[config.mk]
export PLATFORM = sky130hd
export DESIGN_NAME = sram_arbiter
export DESIGN_NICKNAME = d
export VERILOG_FILES = /design/src/rtl/sram_arbiter.sv
export SDC_FILE = /design/constraint.sdc
export NUM_CORES = 1
export LEC_CHECK = 0
export CAP_MARGIN = 20
export CORE_MARGIN = 2
export CORE_UTILIZATION = 43
export DETAILED_ROUTE_END_ITERATION = 7
export GPL_TIMING_DRIVEN = 0
export PLACE_DENSITY_LB_ADDON = 0.25
export SYNTH_ARGS = -nofsm -noshare
export SYNTH_HDL_FRONTEND = slang
export SYNTH_SLANG_ARGS = --single-unit
[constraint.sdc]
create_clock -name Clk -period 5.1 [get_ports Clk]
set_input_delay 0.765 -clock Clk [delete_from_list [all_inputs] [get_ports Clk]]
set_output_delay 0.765 -clock Clk [all_outputs]
set_load 0.01 [all_outputs]
[src/rtl/sram_arbiter.sv]
// Two-port round-robin arbiter and strobe sequencer for a 1Mx16 asynchronous SRAM.
// Every output is a register loaded from the next-state decode, so no req-to-strobe path exists.
module sram_arbiter #(
  parameter int unsigned WAIT_CYCLES = 2
) (
  input  logic        Clk,
  input  logic        Reset,
  input  logic        req0,
  input  logic        we0,
  input  logic [19:0] addr0,
  input  logic [15:0] wdata0,
  output logic        ack0,
  input  logic        req1,
  input  logic        we1,
  input  logic [19:0] addr1,
  input  logic [15:0] wdata1,
  output logic        ack1,
  output logic [15:0] rdata,
  output logic        grant,
  output logic        busy,
  output logic [19:0] SRAM_ADDR,
  output logic        CE_N,
  output logic        OE_N,
  output logic        WE_N,
  output logic        UB_N,
  output logic        LB_N,
  output logic [15:0] Data_write,
  input  logic [15:0] Data_read,
  output logic        Data_oe
);

  typedef enum logic [1:0] {IDLE, SETUP, ACCESS, DONE} state_e;

  localparam logic [3:0] CNT_LOAD = 4'(WAIT_CYCLES - 1);

  state_e      state_q, state_d;
  logic        grant_q, grant_d;
  logic        last_grant_q, last_grant_d;
  logic        we_q, we_d;
  logic [19:0] addr_q, addr_d;
  logic [15:0] wdata_q, wdata_d;
  logic [3:0]  cnt_q, cnt_d;
  logic [15:0] rdata_q, rdata_d;
  logic        ack0_q, ack0_d;
  logic        ack1_q, ack1_d;
  logic        ce_n_q, ce_n_d;
  logic        oe_n_q, oe_n_d;
  logic        we_n_q, we_n_d;
  logic        bl_n_q, bl_n_d;
  logic        doe_q, doe_d;

  always_comb begin
    state_d      = state_q;
    grant_d      = grant_q;
    last_grant_d = last_grant_q;
    we_d         = we_q;
    addr_d       = addr_q;
    wdata_d      = wdata_q;
    cnt_d        = cnt_q;
    rdata_d      = rdata_q;

    case (state_q)
      IDLE: begin
        if (req0 || req1) begin
          // On a tie the port that did not own the previous transaction wins.
          grant_d = (req0 && req1) ? ~last_grant_q : req1;
          we_d    = grant_d ? we1    : we0;
          addr_d  = grant_d ? addr1  : addr0;
          wdata_d = grant_d ? wdata1 : wdata0;
          state_d = SETUP;
        end
      end
      SETUP: begin
        cnt_d   = CNT_LOAD;
        state_d = ACCESS;
      end
      ACCESS: begin
        if (cnt_q == 4'd0) begin
          if (!we_q) rdata_d = Data_read;
          state_d = DONE;
        end else begin
          cnt_d = cnt_q - 4'd1;
        end
      end
      DONE: begin
        last_grant_d = grant_q;
        state_d      = IDLE;
      end
      default: state_d = IDLE;
    endcase

    ce_n_d = 1'b1;
    oe_n_d = 1'b1;
    we_n_d = 1'b1;
    bl_n_d = 1'b1;
    doe_d  = 1'b0;
    ack0_d = 1'b0;
    ack1_d = 1'b0;

    // Strobes follow the state being entered; DONE keeps CE and the data drive for write hold.
    case (state_d)
      SETUP: begin
        ce_n_d = 1'b0;
        bl_n_d = 1'b0;
        oe_n_d = we_d;
        doe_d  = we_d;
      end
      ACCESS: begin
        ce_n_d = 1'b0;
        bl_n_d = 1'b0;
        oe_n_d = we_d;
        we_n_d = ~we_d;
        doe_d  = we_d;
      end
      DONE: begin
        ce_n_d = 1'b0;
        bl_n_d = 1'b0;
        doe_d  = we_d;
        ack0_d = ~grant_d;
        ack1_d = grant_d;
      end
      default: ;
    endcase
  end

  always_ff @(posedge Clk or negedge Reset) begin
    if (!Reset) begin
      state_q      <= IDLE;
      grant_q      <= 1'b0;
      last_grant_q <= 1'b1;
      we_q         <= 1'b0;
      addr_q       <= 20'h0;
      wdata_q      <= 16'h0;
      cnt_q        <= 4'd0;
      rdata_q      <= 16'h0;
      ack0_q       <= 1'b0;
      ack1_q       <= 1'b0;
      ce_n_q       <= 1'b1;
      oe_n_q       <= 1'b1;
      we_n_q       <= 1'b1;
      bl_n_q       <= 1'b1;
      doe_q        <= 1'b0;
    end else begin
      state_q      <= state_d;
      grant_q      <= grant_d;
      last_grant_q <= last_grant_d;
      we_q         <= we_d;
      addr_q       <= addr_d;
      wdata_q      <= wdata_d;
      cnt_q        <= cnt_d;
      rdata_q      <= rdata_d;
      ack0_q       <= ack0_d;
      ack1_q       <= ack1_d;
      ce_n_q       <= ce_n_d;
      oe_n_q       <= oe_n_d;
      we_n_q       <= we_n_d;
      bl_n_q       <= bl_n_d;
      doe_q        <= doe_d;
    end
  end

  assign ack0       = ack0_q;
  assign ack1       = ack1_q;
  assign rdata      = rdata_q;
  assign grant      = grant_q;
  assign busy       = (state_q != IDLE);
  assign SRAM_ADDR  = addr_q;
  assign CE_N       = ce_n_q;
  assign OE_N       = oe_n_q;
  assign WE_N       = we_n_q;
  assign UB_N       = bl_n_q;
  assign LB_N       = bl_n_q;
  assign Data_write = wdata_q;
  assign Data_oe    = doe_q;

endmodule

==> impl_metrics.py <==
metrics = {
    "floorplan": {
        "die_w_um": 88.19,
        "initial_core_util_pct": 44.62,
        "core-area_mm2": 0.006832,
        "die_height_um": 88.19,
        "ios": 156,
        "die-area_mm2": 0.007777,
        "core.rowCount": 30,
    },
    "yosys": {
        "seq_area_frac_synth_pct": 55.17,
        "synth_area_leaders": "dfrtp_1 (52%), a21oi_1 (12%), mux2_4 (4.9%)",
        "synth_top_area_cell": "dfrtp_1",
        "avgSynthCellArea_um2": 10.09,
        "ys_types": 41,
        "syn_nets": 405,
        "syn-instance-count": 302,
        "async_flop_share_pct": 100.0,
        "synth.top_cell.area_share_pct": 51.72,
        "synth_edf_count": 0,
        "synth_flop_cell": "dfrtp_1",
        "syn_area_mm2": 0.003048,
        "yosysWarnings": 0,
        "ys_ff_latch": 67,
        "synth_most_common_cell": "a21oi_1",
        "synth_common_cells": "a21oi_1 (73), dfrtp_1 (63), nor2_1 (39)",
    },
    "critical_path": {
        "rrSetupSlack_ns": 2.94,
        "start_kind": "flop",
        "worstPathRequired_ns": 4.34,
        "cp_max_fo": 6,
        "setup.worst_path.class": "flop to primary output",
        "endpoint_kind": "primary output",
        "worstPathArrival_ns": 1.73,
    },
    "final_layout": {
        "multi_input_area_mm2": 0.001229,
        "postLayoutCellArea_mm2": 0.004905,
        "diodes": 0,
        "n_fill_cell": 531,
        "area_growth_pct": 60.92,
        "drive_above_1_share_pct": 9.746,
        "seqCellArea_mm2": 0.001682,
        "final_nets": 570,
    },
    "pwr": {
        "powerDensity_mw_per_mm2": 578.9,
        "leakagePower_nw": 2.116,
        "ir_drop_mv": 0.2778,
    },
    "drt": {
        "wire_per_inst_um": 14.36,
        "routed_wl_um": 8156,
        "route.detailed.drc": 0,
        "ant_nets": 0,
        "dr.pass1.iters": 4,
        "drt_first_iter_violations": 110,
        "avgViaCountPerCell": 4.835,
        "vias": 2746,
    },
    "global_routing": {
        "antenna_found_initial": 0,
        "grt_max_degree": 68,
        "grt-ovfl-total": 0,
        "track_usage_pct": 21.38,
        "first_global_vias": 2768,
        "grt_pass1_wl_um": 12740,
    },
    "clock_network": {
        "clk_pin_slew_worst_paths_ns": 0.07,
        "cts_max_level": 3,
        "cts_tree": "yes",
        "cts.sinks": 67,
        "clock_latency_ns": 0.34,
        "post_cts_resized": 0,
        "postCtsSetupBuffers": 0,
        "numCtsBuffers": 9,
        "max-clock-path-buffers": 2,
        "ctsHoldBuffers": 0,
        "cts-root-buf": "clkbuf_8",
    },
    "flow_run": {
        "cap_violations": 0,
    },
    "sta": {
        "grt_setup_unrepaired": "no",
        "fin_crit_ns": 2.495,
        "period_share_pct": 48.91,
        "finalHoldViolCount": 0,
        "fmax_mhz": 400.9,
        "finalWorstSetupSlack_ns": 2.605,
        "setup_viol": 0,
        "tightestPinTransition_ns": 0.8535,
        "clock-skew-final_ns": 0.01286,
        "slew_headroom_pct": 43.10,
        "tns_ns": 0,
        "drv_slew": 0,
    },
    "placed_design": {
        "placed_area_mm2": 0.004707,
        "port_buffers": 154,
        "dp_worst_setup_slack_ns": 2.288,
        "place.gp.congestion": 0.7726,
        "hpwl_um": 6104,
    },
    "worst_hold_path": {
        "worstHoldPathType": "flop to flop",
    },
    "status": {
        "status": "finished clean",
    },
}
==> flip-flops by register name, indices dropped and copies added, names as in the netlist <==
signal and cells:
grant 1, SRAM_ADDR 20, ack0 1, Data_write 16
state_q 2, last_grant_q 1, ack1 1, rdata 16
Data_oe 1, cnt_q 4, WE_N 1, OE_N 1
we_q 1, LB_N 1
==> kinds of logic after synthesis <==
| group | Yosys count | share of synthesized area (%) |
|---|---|---|
| buffers and inverters | 28 | 4.515 |
| adder cells (fa/ha/maj) | 9 | 3.695 |
| multiplexers | 18 | 7.841 |
| AO/OA/AOI/OAI | 89 | 15.81 |
| AND/OR/NAND/NOR | 91 | 12.97 |
| flip-flops | 67 | 55.17 |
==> final cells by class <==
type / instances / share of cell area (%)
buffer: 20 / 2.194
clock buffer: 14 / 3.316
clock inverter: 2 / 0.7143
inverter: 8 / 0.6122
multi-input combinational: 207 / 25.05
sequential: 67 / 34.29
tap: 96 / 2.449
timing repair buffer: 154 / 31.38
==> final timing paths <==
kind,from,to,depth (start not counted)
min in group asynchronous,Reset,cnt_q[2],1
setup / recovery,state_q[0],busy,4
hold reg to reg,rdata[6],rdata[6],1
setup reg to reg,cnt_q[0],rdata[14],7
hold / removal,rdata[6],rdata[6],1
max in group asynchronous,Reset,Data_write[15],1
==> where the power goes <==
group	internal, mW	switching [mW]
Clock	0.253	0.192
Combinational	0.806	0.640
Sequential	0.807	0.141
==> critical path, cell delays in order (launching register included) <==
cell and delay [ns]:
dfrtp_1 0.42, inv_1 0.11, ha_1 0.28, inv_1 0.07, clkdlybuf4s50_1 0.52
==> cells in the final DEF, fill, tap and decap left out, drive strengths merged <==
| master | netlist | final |
|---|---|---|
| a21bo | 1 | 1 |
| a21boi | 2 | 2 |
| a21oi | 73 | 73 |
| a221oi | 1 | 1 |
| a311o | 1 | 1 |
| and2 | 2 | 2 |
| and2b | 1 | 1 |
| and3 | 1 | 1 |
| and3b | 1 | 1 |
| buf | 5 | 6 |
| bufinv | 0 | 1 |
| clkbuf | 15 | 29 |
| clkdlybuf4s50 | 0 | 153 |
| clkinv | 0 | 1 |
| dfrtp | 63 | 63 |
| dfstp | 4 | 4 |
| ha | 9 | 9 |
| inv | 8 | 8 |
| mux2 | 17 | 17 |
| mux2i | 1 | 1 |
| nand2 | 38 | 38 |
| nand2b | 1 | 1 |
| nand3 | 1 | 1 |
| nor2 | 39 | 39 |
| nor3 | 1 | 1 |
| nor3b | 1 | 1 |
| nor4b | 1 | 1 |
| o21a | 1 | 1 |
| o21ai | 5 | 5 |
| o21bai | 1 | 1 |
| o221ai | 1 | 1 |
| o22a | 1 | 1 |
| o22ai | 1 | 1 |
| o2bb2ai | 1 | 1 |
| or3 | 1 | 1 |
| or3b | 3 | 3 |
==> through the flow <==
step	utilization, %	instances	hold slack (ns)	total power [mW]
2_1_floorplan	-	302	0.4694	1.684
3_3_place_gp	68.94	552	0.4861	2.376
3_5_place_dp	68.90	552	0.4924	2.417
4_1_cts	71.79	568	0.5118	2.873
5_1_grt	71.79	568	0.5177	3.046
6_report	71.79	568	0.5068	2.839
==> routing by layer <==
layer / track usage [%] / wire length [um]
met1: 24.92 / 3247
met2: 34.38 / 3821
met5: 0 / 0
met4: 9.229 / 174
met3: 9.331 / 913
(Power assumes the default switching activity.)
